`src/rtl/run_controller.sv`:
```
// run_controller: sequences a core through reset, run, pipeline drain and
// completion. It counts run cycles and retired instructions, stops on a
// programmable run of halt opcodes, and aborts a run that never halts.
module run_controller #(
  parameter int unsigned     OP_W           = 6,
  parameter logic [OP_W-1:0] HALT_OP        = '1,
  parameter int unsigned     HALT_MATCH     = 1,
  parameter int unsigned     RST_CYCLES     = 2,
  parameter int unsigned     DRAIN_CYCLES   = 3,
  parameter int unsigned     TIMEOUT_CYCLES = 100000,
  parameter int unsigned     CNT_W          = 32
) (
  input  logic             sysclk,
  input  logic             cpu_resetn,
  input  logic             start,
  input  logic [OP_W-1:0]  op,
  input  logic             op_valid,
  output logic             core_resetn,
  output logic             running,
  output logic             done,
  output logic             timeout,
  output logic [CNT_W-1:0] cycle_count,
  output logic [CNT_W-1:0] instr_count,
  output logic [2:0]       o_state
);

  typedef enum logic [2:0] {
    IDLE    = 3'd0,
    CRST    = 3'd1,
    RUN     = 3'd2,
    DRAIN   = 3'd3,
    DONE    = 3'd4,
    TIMEOUT = 3'd5
  } state_t;

  // The timeout counter must be able to hold TIMEOUT_CYCLES itself, because
  // it still increments on the cycle that leaves RUN.
  localparam int unsigned     TO_W    = $clog2(TIMEOUT_CYCLES + 1);
  localparam logic [TO_W-1:0] TO_LAST = TO_W'(TIMEOUT_CYCLES - 1);
  localparam logic [7:0]      RST_LAST = 8'(RST_CYCLES - 1);
  localparam logic [7:0]      DR_LAST  = (DRAIN_CYCLES == 0) ? 8'd0 : 8'(DRAIN_CYCLES - 1);
  localparam logic [3:0]      HM_LAST  = 4'(HALT_MATCH - 1);

  state_t            r_state;
  state_t            w_next;
  logic [7:0]        r_rst_cnt;
  logic [7:0]        r_dr_cnt;
  logic [3:0]        r_hm_cnt;
  logic [TO_W-1:0]   r_to_cnt;
  logic [CNT_W-1:0]  r_cyc;
  logic [CNT_W-1:0]  r_instr;
  logic [CNT_W-1:0]  w_cyc_inc;
  logic [CNT_W-1:0]  w_instr_inc;
  logic              w_is_halt;
  logic              w_start_ok;
  logic              r_core_resetn;
  logic              r_running;
  logic              r_done;
  logic              r_timeout;

  // State register.
  always_ff @(posedge sysclk or negedge cpu_resetn) begin
    if (!cpu_resetn) r_state <= IDLE;
    else             r_state <= w_next;
  end

  // Next-state logic; a halt completing on the timeout cycle takes priority.
  always_comb begin
    w_next      = r_state;
    w_is_halt   = op_valid && (op == HALT_OP);
    w_start_ok  = start && ((r_state == IDLE) || (r_state == DONE) || (r_state == TIMEOUT));
    w_cyc_inc   = (r_cyc == '1) ? r_cyc : r_cyc + CNT_W'(1);
    w_instr_inc = (r_instr == '1) ? r_instr : r_instr + CNT_W'(1);
    case (r_state)
      IDLE, DONE, TIMEOUT: if (start) w_next = CRST;
      CRST:                if (r_rst_cnt == RST_LAST) w_next = RUN;
      RUN: begin
        if (w_is_halt && (r_hm_cnt == HM_LAST))
          w_next = (DRAIN_CYCLES > 0) ? DRAIN : DONE;
        else if (r_to_cnt == TO_LAST)
          w_next = TIMEOUT;
      end
      DRAIN:               if (r_dr_cnt == DR_LAST) w_next = DONE;
      default:             w_next = IDLE;
    endcase
  end

  // Run counters: cleared by an accepted start, advanced by the current state.
  always_ff @(posedge sysclk or negedge cpu_resetn) begin
    if (!cpu_resetn) begin
      r_rst_cnt <= '0;
      r_dr_cnt  <= '0;
      r_hm_cnt  <= '0;
      r_to_cnt  <= '0;
      r_cyc     <= '0;
      r_instr   <= '0;
    end else if (w_start_ok) begin
      r_rst_cnt <= '0;
      r_dr_cnt  <= '0;
      r_hm_cnt  <= '0;
      r_to_cnt  <= '0;
      r_cyc     <= '0;
      r_instr   <= '0;
    end else begin
      case (r_state)
        CRST: r_rst_cnt <= r_rst_cnt + 8'd1;
        RUN: begin
          r_cyc    <= w_cyc_inc;
          r_to_cnt <= r_to_cnt + TO_W'(1);
          // Bubbles leave the halt match untouched; a real non-halt op restarts it.
          if (op_valid) begin
            r_instr  <= w_instr_inc;
            r_hm_cnt <= w_is_halt ? r_hm_cnt + 4'd1 : 4'd0;
          end
        end
        DRAIN: begin
          r_cyc    <= w_cyc_inc;
          r_dr_cnt <= r_dr_cnt + 8'd1;
        end
        default: ;
      endcase
    end
  end

  // Status outputs registered from the next state so they track the FSM edge.
  always_ff @(posedge sysclk or negedge cpu_resetn) begin
    if (!cpu_resetn) begin
      r_core_resetn <= 1'b0;
      r_running     <= 1'b0;
      r_done        <= 1'b0;
      r_timeout     <= 1'b0;
    end else begin
      r_core_resetn <= !((w_next == IDLE) || (w_next == CRST));
      r_running     <= (w_next == RUN) || (w_next == DRAIN);
      r_done        <= (w_next == DONE);
      r_timeout     <= (w_next == TIMEOUT);
    end
  end

  assign core_resetn = r_core_resetn;
  assign running     = r_running;
  assign done        = r_done;
  assign timeout     = r_timeout;
  assign cycle_count = r_cyc;
  assign instr_count = r_instr;
  assign o_state     = r_state;

endmodule

```
`config.mk`:
```
export PLATFORM = sky130hd
export DESIGN_NAME = run_controller
export DESIGN_NICKNAME = d
export VERILOG_FILES = /design/src/rtl/run_controller.sv
export SDC_FILE = /design/constraint.sdc
export NUM_CORES = 1
export LEC_CHECK = 0
export ABC_AREA = 1
export CAP_MARGIN = 20
export CORE_ASPECT_RATIO = 1.75
export CORE_UTILIZATION = 39
export DETAILED_ROUTE_END_ITERATION = 10
export PLACE_DENSITY = 0.67
export SETUP_SLACK_MARGIN = 0.5
export SYNTH_ARGS = -nofsm -noshare
export SYNTH_HDL_FRONTEND = slang
export SYNTH_SLANG_ARGS = --single-unit
export TNS_END_PERCENT = 100
```
`constraint.sdc`:
```
create_clock -name sysclk -period 2.05 [get_ports sysclk]
set_input_delay 0.41 -clock sysclk [delete_from_list [all_inputs] [get_ports sysclk]]
set_output_delay 0.41 -clock sysclk [all_outputs]
set_load 0.02 [all_outputs]
```
==> results of run 1 <==
## placed cells by master, fill, tap and decap left out, types with 6 or more instances in the layout
master | Yosys | routed
dlygate4sd2_1 | 0 | 7
clkbuf_16 | 0 | 13
nor2_4 | 5 | 12
xnor2_1 | 12 | 12
clkbuf_2 | 0 | 20
nand2_4 | 1 | 41
buf_2 | 8 | 22
dfrtp_2 | 0 | 39
o21ai_1 | 0 | 11
buf_12 | 0 | 22
nor2_2 | 3 | 19
buf_4 | 2 | 102
nor3_1 | 9 | 7
clkdlybuf4s15_2 | 0 | 11
nand3_1 | 98 | 87
dfrtp_1 | 108 | 69
buf_6 | 5 | 38
xor2_1 | 12 | 12
o21ai_2 | 16 | 61
nand4_1 | 17 | 17
buf_16 | 0 | 14
inv_1 | 109 | 100
inv_4 | 0 | 6
a21oi_1 | 17 | 16
nand2_1 | 347 | 279
nand3_2 | 0 | 10
o21ai_0 | 82 | 25
ha_1 | 9 | 6
nand2_2 | 5 | 33
nor2_1 | 141 | 118
clkdlybuf4s50_1 | 0 | 6
## cell type report
cell class / count / area [sq um] / area share (%)
multi-input cells: 787 / 4410 / 40.4
clock buffers: 9 / 225 / 2.06
flip-flops and latches: 108 / 2750 / 25.2
well taps: 231 / 289 / 2.65
inverters: 111 / 437 / 4.00
clock inverters: 7 / 123 / 1.12
repair buffers: 255 / 2680 / 24.6
## report_power, final
group | total [mW] | switching (mW) | leakage, nW | internal (mW)
Clock | 2.08 | 0.875 | 0.163 | 1.21
Sequential | 2.13 | 0 | 1.37 | 2.13
Combinational | 0.0783 | 0.0523 | 3.30 | 0.0260
Total | 4.29 | 0.927 | 4.84 | 3.36
## flip-flops by register name, indices dropped and copies added (netlist names)
name         count
cycle_count     32
instr_count     32
r_to_cnt        17
r_dr_cnt         8
r_rst_cnt        8
r_hm_cnt         4
o_state          3
core_resetn      1
done             1
running          1
timeout          1
## synthesized netlist by cell type, drive strengths merged
cell	count	area (sq um)
clkbuf	4	15.0
o211ai	1	7.51
o21ai	99	567
a22o	1	8.76
nand2b	1	6.26
nand3	98	490
nand4	17	106
a22oi	1	7.51
xor2	12	105
o22ai	4	25.0
nor2	149	604
xnor2	12	105
nand2	353	1350
a211oi	2	15.0
ha	9	113
nor3	9	45.0
dfrtp	108	2700
a21oi	17	85.1
inv	111	417
a31oi	1	6.26
and2	1	6.26
buf	17	130
## per-layer routing
layer | vias up | track usage, % | wire [um]
li1 | 3792 | - | -
met1 | 3835 | 29.3 | 9270
met2 | 310 | 47.6 | 13100
met3 | 97 | 3.76 | 1350
met4 | 0 | 14.3 | 1430
met5 | - | 0 | 0
## worst max path at each step
stage,startpoint,slack [ps],endpoint,cells after the start
3_3_place_gp,start,60,instr_count[29]$_DFFE_PN0P_,7
2_1_floorplan,instr_count[0]$_DFFE_PN0P_,290,instr_count[27]$_DFFE_PN0P_,10
6_report,instr_count[1]$_DFFE_PN0P_,180,instr_count[28]$_DFFE_PN0P_,13
3_5_place_dp,start,30,instr_count[11]$_DFFE_PN0P_,6
4_1_cts,instr_count[0]$_DFFE_PN0P_,280,instr_count[7]$_DFFE_PN0P_,13
5_1_grt,instr_count[7]$_DFFE_PN0P_,120,instr_count[14]$_DFFE_PN0P_,12
## cells by family after synthesis
logic type | synth area share [%]
AO/OA/AOI/OAI | 10.4
XOR/XNOR | 3.04
adder cells (fa/ha/maj) | 1.63
buffers and inverters | 8.13
flip-flops | 39.1
AND/OR/NAND/NOR | 37.7
## what timing repair did
action | CTS | global route
buffers inserted | 96 | 32
endpoints found under the setup margin | 164 | 144
pin swaps | 26 | 51
resized for setup | 329 | 234
cloned | 14 | 5
==> reports/results.tsv, run 1 <==
stage	metric	value	unit
final_layout	antenna diode count	0	
worst_setup_path	startpoint-to-endpoint class of the critical path	register to register	
drt	DRC violation count after routing	0	
drt	final wirelength	25.2	mm
run_status	result of the run	completed	
placed_design	Final Wtd Congestion	0.901	
sta	final period utilization	91.1	%
worst_setup_path	buffers and inverters on the worst path	5	
clocking	cts hold-fix bufs	0	
synth	synthesized net count	1046	
placed_design	Final HPWL DP	14.0	mm
floorplanning	floorplan row count	64	
worst_setup_path	r2r startpoint	instr_count[1]$_DFFE_PN0P_	
floorplanning	I/O pin count	81	
sta	Finish-stage setup viols	0	
worst_setup_path	data arrival at the endpoint of the critical path	2150	ps
worst_setup_path	Reg-to-Reg End	instr_count[28]$_DFFE_PN0P_	
drt	drt initial violations	407	
final_layout	filler-free cell count of the finished design	1508	
drt	via/cell ratio	5.33	
drt	antenna violation net count after detailed routing	0	
clocking	CTS tree	yes	
sta	crit path setup slack, layout	182	ps
synth	count of unique library cells instantiated by Yosys	33	
synth	warning count from the yosys run	0	
synth	sequential share of the synthesized area	39.1	%
clocking	clock latency at the later pin of the worst-skew pair	360	ps
grt	global-route congestion overflow total	0	
worst_setup_path	largest driver fanout on the critical path	7	
sta	setup repair after global routing missed its margin	true	
sta	pin slew with the least headroom to its limit	589	ps
pwr	PnR Total Power	4.29	mW
synth	cell count after synthesis	1027	
worst_setup_path	crit path capture type	register	
placed_design	post-place instance area	8210	sq um
clocking	number of levels the H-tree was split into	3	
final_layout	final-stage net count	1291	
grt	initial antenna violation count	0	
grt	wire length of the first global-routing pass	37.4	mm
worst_setup_path	R2R setup slack	180	ps
clocking	clock tree root driver cell	clkbuf_16	
sta	post-layout min period	1870	ps
final_layout	final standard cell area without fillers	10900	sq um
pwr	peak ir drop on the vdd network	0.356	mV
sta	headroom to the max-slew limit	60.7	%
sta	setup TNS	0	ps
floorplanning	core outline area	17400	sq um
drt	number of detailed-routing iterations run before antenna repair	5	
clocking	maximum count of clock buffers along a single path	2	
pwr	pwr dens	393	nW/um^2
worst_setup_path	critical path required time	2340	ps
sta	worst clock skew on the final layout	9.63	ps
sta	Highest Clock Rate	535	MHz
worst_setup_path	dominant delay contributor by cell family on the critical path	buffers and inverters	
clocking	Sink Count	108	
job	number of violations of the max-capacitance limit	0	
final_layout	ratio of cells with drive above 1 in the final layout	38.2	%
drt	vias post-DR	8034	
placed_design	number of placed cells counting well taps	1345	
sta	number of failing hold endpoints at the final stage	0	
worst_setup_path	slowest library cell on the worst path	dfrtp_2	
final_layout	Finished Core Util	62.8	%
floorplanning	Starting Density	39.8	%
grt	pin count of the biggest net entering global routing	40	
worst_setup_path	biggest cell delay along the critical path	400	ps
worst_setup_path	sort of element at the start of the critical path	register	
placed_design	worst slack, placed	25.7	ps
drt	average wire length per cell after detail routing	16.7	um
clocking	number of buffers created by CTS	9	
clocking	clock transition time at the flip-flop clock pins of the worst setup and hold paths	80	ps
grt	number of global-route vias before repair	7526	
final_layout	fillcell total	1409	
worst_hold_path	worst min-delay path category	input pin to asynchronous set/reset pin	
synth	Post-Synthesis Cell Area	6910	sq um
worst_setup_path	crit-path cells	ha_4 > inv_4 > nor2_4 > nand2_4 > nor2_4 > nand2_2 > o21ai_4 > buf_6 > buf_12 > buf_12 > buf_16 > nand2_2 > o21ai_2	
floorplanning	Chip Height	178	um
synth	synthesized area per cell	6.73	sq um
floorplanning	DIE WIDTH	103	um
final_layout	Area Overhead vs Synth	57.9	%
worst_setup_path	number of cells on the worst reg-to-reg path	13	
pwr	cell leakage power	4.84	nW
floorplanning	full die area	18300	sq um
grt	total track usage	26.5	%
sta	final worst hold slack	43.5	ps
sta	Final Max Slew Viols	0	
placed_design	count of buffers from port buffering	80	
synth	register bit total from synthesis	108	
Power figures use the tool's default switching activity.
==> run 2, diff against run 1 <==
Settings changed: DONT_BUFFER_PORTS set to 1, PLACE_DENSITY 0.67 to 0.61.
==> run 2 against run 1 <==
The flow now finishes with violations (negative hold slack). Die area stayed put. Clock power fell by 14%. Cell count is 6.4% lower. Register-to-register slack better by 170 ps. Routed wire length decreased by 6.8%. Final area is 11% lower. Worst hold slack lost 300 ps. Largest cell class unchanged.
==> reports/results.tsv, run 2 (synthesized netlist as in run 1, its figures left out) <==
stage	metric	value	unit	change
drt	Routed met1 length	8.38	mm	-9.6%
final_layout	Area Overhead vs Synth	40.8	%	
final_layout	most frequent cells in the layout	nand2_1 (280), buf_4 (118), nor2_1 (109)		
placed_design	Final Wtd Congestion	0.929		+3.1%
final_layout	Finished Core Util	56.0	%	-6.8 points
drt	average wire length per cell after detail routing	16.6	um	-0.49%
drt	number of detailed-routing iterations run before antenna repair	8		+3
sta	final period utilization	82.9	%	-8.3 points
worst_setup_path	sort of element at the start of the critical path	register		
floorplanning	floorplan row count	64		unchanged
worst_setup_path	data arrival at the endpoint of the critical path	1980	ps	-170 ps
clocking	maximum count of clock buffers along a single path	2		unchanged
drt	antenna violation net count after detailed routing	0		unchanged
floorplanning	I/O pin count	81		unchanged
clocking	number of levels the H-tree was split into	3		unchanged
sta	headroom to the max-slew limit	74.2	%	+13 points
grt	number of global-route vias before repair	6849		-9.0%
sta	Final Max Slew Viols	0		unchanged
pwr	peak ir drop on the vdd network	0.427	mV	+20%
pwr	cell leakage power	4.21	nW	-13%
drt	Top Layer Used	met4		
grt	wire length of the first global-routing pass	34.4	mm	-8.0%
pwr	clock share of power	45.5	%	-3.0 points
floorplanning	Chip Height	178	um	unchanged
pwr	cell-internal power	3.01	mW	-10%
worst_setup_path	r2r startpoint	instr_count[0]$_DFFE_PN0P_		
floorplanning	DIE WIDTH	103	um	unchanged
clocking	CTS tree	yes		
floorplanning	Starting Density	39.8	%	unchanged
job	number of violations of the max-capacitance limit	0		unchanged
worst_setup_path	number of cells on the worst reg-to-reg path	11		-2
worst_setup_path	critical path required time	2330	ps	about the same
sta	Finish-stage setup viols	0		unchanged
floorplanning	full die area	18300	sq um	unchanged
worst_setup_path	crit path capture type	register		
drt	total met3 wirelength after detailed routing	1.17	mm	-13%
drt	final wirelength	23.5	mm	-6.8%
worst_hold_path	worst min-delay path category	input pin to asynchronous set/reset pin		
sta	setup repair after global routing missed its margin	true		
sta	setup TNS	0	ps	unchanged
clocking	clock latency at the later pin of the worst-skew pair	360	ps	about the same
final_layout	final-stage net count	1195		-7.4%
pwr	switching power	0.900	mW	-3.0%
run_status	violated checks	negative hold slack		
placed_design	Final HPWL DP	15.4	mm	+10%
drt	drt initial violations	433		+6.4%
placed_design	count of buffers from port buffering	0		-100%
sta	final worst hold slack	-255	ps	-298 ps
clocking	Sink Count	108		unchanged
grt	global-route congestion overflow total	0		unchanged
sta	pin slew with the least headroom to its limit	387	ps	-202 ps
worst_setup_path	startpoint-to-endpoint class of the critical path	register to register		
drt	met2 WL post-DR	12.9	mm	-1.7%
sta	worst clock skew on the final layout	9.64	ps	+0.0134 ps
grt	initial antenna violation count	0		unchanged
worst_setup_path	largest driver fanout on the critical path	7		unchanged
sta	Highest Clock Rate	589	MHz	+10%
final_layout	most common cell after layout, fill and taps aside	nand2_1		
sta	post-layout min period	1700	ps	-169 ps
run_status	result of the run	finished with violations		
clocking	number of buffers created by CTS	9		unchanged
sta	number of failing hold endpoints at the final stage	108		+108
pwr	switch share	23.0	%	+1.3 points
clocking	clock transition time at the flip-flop clock pins of the worst setup and hold paths	80	ps	about the same
grt	pin count of the biggest net entering global routing	109		+170%
pwr	part of the total power dissipated in combinational logic	0.1	%	-1.7 points
pwr	register share of total power	54.4	%	+4.8 points
clocking	clock tree root driver cell	clkbuf_16		
final_layout	ratio of cells with drive above 1 in the final layout	32.0	%	-6.2 points
grt	total track usage	24.9	%	-1.6 points
drt	via/cell ratio	5.22		-1.9%
final_layout	antenna diode count	0		unchanged
worst_setup_path	Setup crit start	instr_count[0]$_DFFE_PN0P_		
pwr	pwr dens	402	nW/um^2	+2.4%
final_layout	fillcell total	1586		+13%
drt	DRC violation count after routing	0		unchanged
drt	vias post-DR	7376		-8.2%
floorplanning	core outline area	17400	sq um	unchanged
==> run 2: layout make-up <==
class | count | area, sq um | area share, %
sequential | 108 | 2720 | 27.9
multi-input combinational | 789 | 4430 | 45.5
clock inverter | 6 | 55.1 | 0.566
timing repair buffer | 157 | 1560 | 16.0
clock buffer | 10 | 239 | 2.46
inverter | 111 | 442 | 4.54
tap | 231 | 289 | 2.97
==> run 2: worst paths after layout <==
path / to / slack, ps
max: instr_count[29]$_DFFE_PN0P_ / 350
min: cycle_count[19]$_DFFE_PN0P_ / -250
max reg2reg: instr_count[29]$_DFFE_PN0P_ / 350
min reg2reg: r_rst_cnt[3]$_DFFE_PN0P_ / 470
max in group asynchronous: o_state[1]$_DFF_PN0_ / 2110
min in group sysclk: r_hm_cnt[3]$_DFFE_PN0P_ / 200
==> run 2: repair_timing <==
action	4_1_cts	5_1_grt
endpoints found under the hold margin	108	108
cloned	5	9
gates resized for setup	77	187
setup endpoints to repair	93	102
pin swaps	17	47
buffers inserted	27	36
==> run 2: per-layer routing <==
metal | track usage (%) | vias up
met4 | 13.4 | 0
met3 | 4.58 | 71
met1 | 25.5 | 3483
met2 | 46.2 | 236
li1 | - | 3586
met5 | 0 | -
==> run 2: worst max-delay path, stage by stage, from the launching register on <==
cell and delay [ps]:
dfrtp_2 400, ha_4 150, inv_4 40, nor2_4 110, nand2_4 70, nor2_4 130
nand2_2 70, o21ai_4 230, buf_6 150, clkbuf_16 160, nand2_1 60, o21ai_2 50
==> run 2: power by group through the flow <==
stage	Sequential, mW	Combinational, mW	Clock [mW]
2_1_floorplan	2.17	0.00265	0
3_3_place_gp	2.17	0.00291	0
3_5_place_dp	2.17	0.00300	0
4_1_cts	2.13	0.00321	1.82
5_1_grt	2.13	0.00391	1.90
6_report	2.13	0.00336	1.78
==> run 2: per-stage QoR <==
step	worst slack [ps]	cells	power [mW]	area, sq um	hold WS [ps]
4_1_cts	376	1367	3.95	8600	-267
3_5_place_dp	192	1319	2.17	7790	119
3_3_place_gp	200	1319	2.17	7790	119
5_1_grt	229	1412	4.03	9730	-273
6_report	351	1412	3.91	9730	-255
2_1_floorplan	291	1027	2.17	7010	114
